==> config.mk <==
export PLATFORM = sky130hd
export DESIGN_NAME = lbm_frame_scheduler
export DESIGN_NICKNAME = d
export VERILOG_FILES = /design/src/rtl/lbm_frame_scheduler.sv
export SDC_FILE = /design/constraint.sdc
export NUM_CORES = 1
export LEC_CHECK = 0
export ABC_AREA = 1
export BUFFER_PORTS_ARGS = -buffer_cell sky130_fd_sc_hd__clkbuf_2
export CAP_MARGIN = 15
export CORE_ASPECT_RATIO = 0.7
export CORE_UTILIZATION = 44
export CTS_CLUSTER_SIZE = 16
export DETAILED_ROUTE_END_ITERATION = 6
export GPL_ROUTABILITY_DRIVEN = 0
export PLACE_DENSITY_LB_ADDON = 0.12
export SLEW_MARGIN = 15
export SYNTH_ARGS = -nofsm -noshare
export SYNTH_HDL_FRONTEND = slang
export SYNTH_SLANG_ARGS = --single-unit
==> constraint.sdc <==
create_clock -name aclk -period 2 [get_ports aclk]
set_input_delay 0.4 -clock aclk [delete_from_list [all_inputs] [get_ports aclk]]
set_output_delay 0.4 -clock aclk [all_outputs]
set_load 0.03 [all_outputs]
==> src/rtl/lbm_frame_scheduler.sv <==
// Timestep sequencer for the lattice-Boltzmann pipeline: LOAD -> COMPUTE -> STORE per step, ping-ponging DDR banks.
// Optional watchdog enabled by defining LBM_SCHED_TIMEOUT_EN.
module lbm_frame_scheduler #(
  parameter int DEPTH          = 2500,
  parameter int ADDRESS_WIDTH  = 12,
  parameter int BEAT_BYTES     = 18,
  parameter int DDR_ADDR_WIDTH = 32,
  parameter int STEP_WIDTH     = 16,
  parameter int TIMEOUT_CYCLES = 1048575
) (
  input  logic                      aclk,
  input  logic                      areset,
  input  logic                      start,
  input  logic                      abort,
  input  logic [STEP_WIDTH-1:0]     num_steps,
  input  logic [DDR_ADDR_WIDTH-1:0] bank0_base,
  input  logic [DDR_ADDR_WIDTH-1:0] bank1_base,
  output logic                      rd_cmd_valid,
  input  logic                      rd_cmd_ready,
  output logic [DDR_ADDR_WIDTH-1:0] rd_cmd_addr,
  output logic [DDR_ADDR_WIDTH-1:0] rd_cmd_len,
  input  logic                      pix_wr_en,
  input  logic                      pix_last,
  output logic                      compute_start,
  input  logic                      compute_done,
  output logic                      wr_cmd_valid,
  input  logic                      wr_cmd_ready,
  output logic [DDR_ADDR_WIDTH-1:0] wr_cmd_addr,
  output logic [DDR_ADDR_WIDTH-1:0] wr_cmd_len,
  input  logic                      wr_done,
  output logic                      bank_sel,
  output logic [STEP_WIDTH-1:0]     step_count,
  output logic [ADDRESS_WIDTH-1:0]  pix_count,
  output logic                      busy,
  output logic                      done,
  output logic                      len_err,
  output logic                      timeout_err
);

  localparam logic [DDR_ADDR_WIDTH-1:0] FRAME_LEN = DDR_ADDR_WIDTH'(DEPTH * BEAT_BYTES);
  localparam logic [ADDRESS_WIDTH-1:0]  LAST_PIX  = ADDRESS_WIDTH'(DEPTH - 1);

  typedef enum logic [2:0] {
    IDLE      = 3'd0,
    LOAD_CMD  = 3'd1,
    LOAD      = 3'd2,
    COMPUTE   = 3'd3,
    STORE_CMD = 3'd4,
    STORE     = 3'd5,
    FINISH    = 3'd6
  } state_t;

  state_t                    state_r, state_s;
  logic [STEP_WIDTH-1:0]     num_steps_r, step_count_r, step_inc_s;
  logic [DDR_ADDR_WIDTH-1:0] bank0_r, bank1_r;
  logic [ADDRESS_WIDTH-1:0]  pix_count_r;
  logic                      bank_sel_r, len_err_r, cstart_r;
  logic                      wd_fire_s, kill_s, start_ok_s, at_last_s;

  assign step_inc_s = step_count_r + STEP_WIDTH'(1);
  assign at_last_s  = (pix_count_r == LAST_PIX);
  assign kill_s     = abort | wd_fire_s;
  assign start_ok_s = (state_r == IDLE) && start && !kill_s;

  // State register
  always_ff @(posedge aclk) begin
    if (areset) state_r <= IDLE;
    else        state_r <= state_s;
  end

  // Next-state logic; abort and the watchdog override every transition
  always_comb begin
    state_s = state_r;
    if (kill_s) begin
      state_s = IDLE;
    end else begin
      case (state_r)
        IDLE:      if (start) state_s = (num_steps == '0) ? FINISH : LOAD_CMD;
                   else       state_s = IDLE;
        LOAD_CMD:  if (rd_cmd_ready) state_s = LOAD;
                   else              state_s = LOAD_CMD;
        LOAD:      if (pix_wr_en && (pix_last || at_last_s)) state_s = COMPUTE;
                   else                                        state_s = LOAD;
        COMPUTE:   if (compute_done) state_s = STORE_CMD;
                   else              state_s = COMPUTE;
        STORE_CMD: if (wr_cmd_ready) state_s = STORE;
                   else              state_s = STORE_CMD;
        STORE:     if (wr_done) state_s = (step_inc_s == num_steps_r) ? FINISH : LOAD_CMD;
                   else         state_s = STORE;
        FINISH:    state_s = IDLE;
        default:   state_s = IDLE;
      endcase
    end
  end

  // Run configuration, step/bank bookkeeping, pixel counting and length check
  always_ff @(posedge aclk) begin
    if (areset) begin
      num_steps_r  <= '0;
      bank0_r      <= '0;
      bank1_r      <= '0;
      step_count_r <= '0;
      bank_sel_r   <= 1'b0;
      len_err_r    <= 1'b0;
      pix_count_r  <= '0;
      cstart_r     <= 1'b0;
    end else begin
      cstart_r <= (state_r == LOAD) && (state_s == COMPUTE);
      if (start_ok_s) begin
        num_steps_r  <= num_steps;
        bank0_r      <= bank0_base;
        bank1_r      <= bank1_base;
        step_count_r <= '0;
        bank_sel_r   <= 1'b0;
        len_err_r    <= 1'b0;
      end else if (!kill_s && (state_r == STORE) && wr_done) begin
        step_count_r <= step_inc_s;
        bank_sel_r   <= ~bank_sel_r;
      end else if (!kill_s && (state_r == LOAD) && pix_wr_en && (pix_last != at_last_s)) begin
        // Frame ended early, or hit DEPTH without tlast; flag it and carry on
        len_err_r <= 1'b1;
      end
      if (!kill_s && (state_r == LOAD_CMD) && rd_cmd_ready) pix_count_r <= '0;
      else if (!kill_s && (state_r == LOAD) && pix_wr_en)   pix_count_r <= pix_count_r + ADDRESS_WIDTH'(1);
    end
  end

`ifdef LBM_SCHED_TIMEOUT_EN
  localparam int WD_W = $clog2(TIMEOUT_CYCLES + 1);
  logic [WD_W-1:0] wd_r;
  logic            wd_active_s, timeout_r;

  assign wd_active_s = (state_r != IDLE) && (state_r != FINISH);
  assign wd_fire_s   = wd_active_s && (wd_r == WD_W'(TIMEOUT_CYCLES - 1));
  assign timeout_err = timeout_r;

  // Watchdog: counts cycles spent in the current active state
  always_ff @(posedge aclk) begin
    if (areset) begin
      wd_r      <= '0;
      timeout_r <= 1'b0;
    end else begin
      if ((state_s != state_r) || !wd_active_s) wd_r <= '0;
      else                                      wd_r <= wd_r + WD_W'(1);
      if (wd_fire_s)       timeout_r <= 1'b1;
      else if (start_ok_s) timeout_r <= 1'b0;
    end
  end
`else
  assign wd_fire_s   = 1'b0;
  assign timeout_err = 1'b0;
`endif

  assign rd_cmd_valid  = (state_r == LOAD_CMD);
  assign wr_cmd_valid  = (state_r == STORE_CMD);
  assign rd_cmd_addr   = rd_cmd_valid ? (bank_sel_r ? bank1_r : bank0_r) : '0;
  assign wr_cmd_addr   = wr_cmd_valid ? (bank_sel_r ? bank0_r : bank1_r) : '0;
  assign rd_cmd_len    = rd_cmd_valid ? FRAME_LEN : '0;
  assign wr_cmd_len    = wr_cmd_valid ? FRAME_LEN : '0;
  assign compute_start = cstart_r;
  assign busy          = (state_r != IDLE);
  assign done          = (state_r == FINISH);
  assign bank_sel      = bank_sel_r;
  assign step_count    = step_count_r;
  assign pix_count     = pix_count_r;
  assign len_err       = len_err_r;

endmodule

==> impl_metrics.csv <==
group,metric,value,unit
critical_path,cp-start-kind,"register",
synthesis,synth_area_per_cell,6.90,um2
power,vdd_ir_drop_max,544,uV
synthesis,ys_seq_area_share,35.9,%
detailed_routing,wirelength,20500,um
critical_path,crit_chain,"nor3_4 > clkinv_4 > buf_16 > a211oi_4 > clkbuf_8",
synthesis,synth_common_cells,"126 x inv_1, 114 x dfxtp_1, 105 x a21oi_1",
floorplan,fp-row-count,36,
detailed_routing,num_vias,6758,
hold_path,holdCritPathClass,"primary input to register",
critical_path,r2r_start,"step_count[1]",
power,leakage,4.14,nW
synthesis,synth-edff-count,0,
clock_network,cts_root_buf,"clkbuf_16",
synthesis,yosysMostFrequentCell,"inv_1",
detailed_routing,wire_per_inst,15.0,um
global_routing,met1_usage,36.4,%
clock_network,clkTransAtPathRegs,0.05,ns
floorplan,die_y,103,um
synthesis,yosysWarnings,0,
floorplan,die_w,146,um
finish,stdcell_area,10100,um2
global_routing,grt_pass1_vias,5958,
status,violations,"setup timing",
clock_network,cts_hold_buf,0,
global_routing,gr-usage-met2,39.9,%
critical_path,arrival,1.81,ns
timing,rsz0062_at_grt,"yes",
finish,fill_cells,1135,
synthesis,synth-main-ff-cell,"dfxtp_1",
synthesis,synth.top_cell.area_share,35.9,%
finish,syn_to_final_growth,59.0,%
timing,setup_ws,-0.212,ns
timing,setup_viol,65,
clock_network,insertion_delay,0.41,ns
critical_path,cp.required,1.60,ns
clock_network,htreeDepth,4,
hold_path,hold_end,"num_steps_r[11]",
power,total_power,0.00614,W
detailed_routing,via_per_inst,4.96,
synthesis,ys_ff_latch,114,
detailed_routing,first_pass_iters,5,
detailed_routing,ant_nets,0,
clock_network,cts_buffers,17,
placed_design,postPlaceCellArea,8390,um2
timing,whs,0.212,ns
detailed_routing,drc,0,
clock_network,clk_path_buf_depth,2,
global_routing,use_met3,5.88,%
global_routing,top_usage_layer,"met2",
clock_network,cts_tree,"yes",
detailed_routing,initialDrtViolationCount,322,
floorplan,pin_count,254,
finish,utilization,72.1,%
hold_path,holdCritStartpoint,"areset",
floorplan,die_area,14900,um2
critical_path,r2r_slack,-0.01,ns
timing,fin_tns_setup,-8.83,ns
critical_path,cp-end-kind,"output port",
timing,fmax,0.452,GHz
timing,hold_viol,0,
finish,antenna_cells,0,
floorplan,fp.coreArea,14000,um2
global_routing,grt_overflow,0,
synthesis,netlist_instances,921,
placed_design,port_buffers,206,
timing,min_period_over_period,111,%
status,status,"finished, violations left",
synthesis,yosys.area.top_type,"dfxtp_1",
finish,drive_gt1_share,38.7,%
critical_path,critPathKind,"register to output port",
power,power_density,607,nW/um2
critical_path,r2r_cells,15,
global_routing,antenna_found_initial,0,
synthesis,ys_async_sr_fraction,0,%
global_routing,grt_max_degree,73,
timing,slew_violations,0,
synthesis,synthDistinctLibCells,34,
timing,finalClockSkew,0.0105,ns
job,drv_cap,0,
critical_path,worstReg2RegEnd,"state_r[0]",
global_routing,grt_pass1_wl,30300,um
synthesis,synth.area.top_cells,"dfxtp_1 36%, a21oi_1 8.3%, a211oi_1 7.8%",
timing,fin_crit,2.21,ns
synthesis,mappedNetlistArea,6350,um2
hold_path,whs_path_depth,2,
critical_path,critPathMaxStageDelay,0.37,ns
critical_path,slowest_stage,"dfxtp_4",
finish,nNetsFinal,1253,
floorplan,start_util,45.4,%
placed_design,dp_hpwl,13300,um
global_routing,track_usage,25.9,%
clock_network,cts.sinks,114,
critical_path,critPathMaxFanout,7,
power breakdown:
group / internal (W) / switching, W
registers: 0.00238 / 0.0000602
logic: 0.000290 / 0.000633
clock network: 0.00172 / 0.00106
total: 0.00439 / 0.00175
stage by stage:
stage,cells,setup slack [ns]
floorplan,967,-0.179
global route,1362,-0.278
global placement,1298,-0.0467
CTS,1338,-0.255
detailed placement,1298,-0.0824
finish,1362,-0.212
final cells by class:
| type | instances | area (um2) | area share [%] |
|---|---|---|---|
| Multi-Input combinational cell | 611 | 4060 | 40.2 |
| Timing Repair Buffer | 287 | 2450 | 24.3 |
| Sequential cell | 114 | 2320 | 22.9 |
| Inverter | 129 | 497 | 4.92 |
| Clock buffer | 20 | 447 | 4.42 |
| Tap cell | 190 | 238 | 2.35 |
| Clock inverter | 11 | 88.8 | 0.879 |
worst max-delay path by stage:
stage / endpoint / cells past startpoint / from / slack (ns)
final: rd_cmd_addr[24] / 5 / state_r[1] / -0.21
after CTS: wr_cmd_addr[10] / 6 / state_r[0] / -0.26
after floorplan: rd_cmd_addr[10] / 5 / state_r[0] / -0.18
after global placement: compute_start / 15 / step_count[1] / -0.05
after global routing: rd_cmd_addr[21] / 5 / state_r[1] / -0.28
after detailed placement: compute_start / 15 / step_count[1] / -0.08
routing by layer:
layer,up-vias,part of all wire [%]
li1,3369,-
met1,3113,47
met2,246,44
met3,30,7.0
met4,0,1.4
met5,-,0
placed cells by master, fill, tap and decap left out, drive strengths merged, types with 4 or more instances in the layout:
master	instances
nand4	12
nor4	8
conb	47
nor2	103
dfxtp	114
o21ai	97
clkbuf	200
nand3	43
buf	107
clkinv	7
nand2	102
a21oi	105
a211oi	66
nor3	10
inv	129
or2	4
repair_timing:
item,in CTS,in global routing
endpoints found under the setup margin,68,90
buffers inserted,6,21
pin swaps,6,28
cloned,3,4
resized for setup,135,104
critical path: cells and delay by family, from the launching register on:
| kind | cells | cell delay (ns) |
|---|---|---|
| buffers and inverters | 3 | 0.58 |
| DFF | 1 | 0.37 |
| and+or+nand+nor | 1 | 0.24 |
| AOI/OAI and AO/OA | 1 | 0.21 |
logic make-up after synthesis:
kind of cell / share of synthesized area (%)
simple gates: 19.9
xor+xnor: 1.04
buf+inv: 18.2
fa+ha+maj: 0.591
flops: 35.9
other cells: 0.0590
compound gates: 24.2
flip-flops by register name, indices dropped and copies added (netlist names):
name / cells
num_steps_r: 16
step_count: 16
bank_sel: 1
len_err: 1
pix_count: 12
state_r: 3
compute_start: 1
bank1_r: 32
bank0_r: 32
Note: power is estimated with default switching activity, not from simulation.
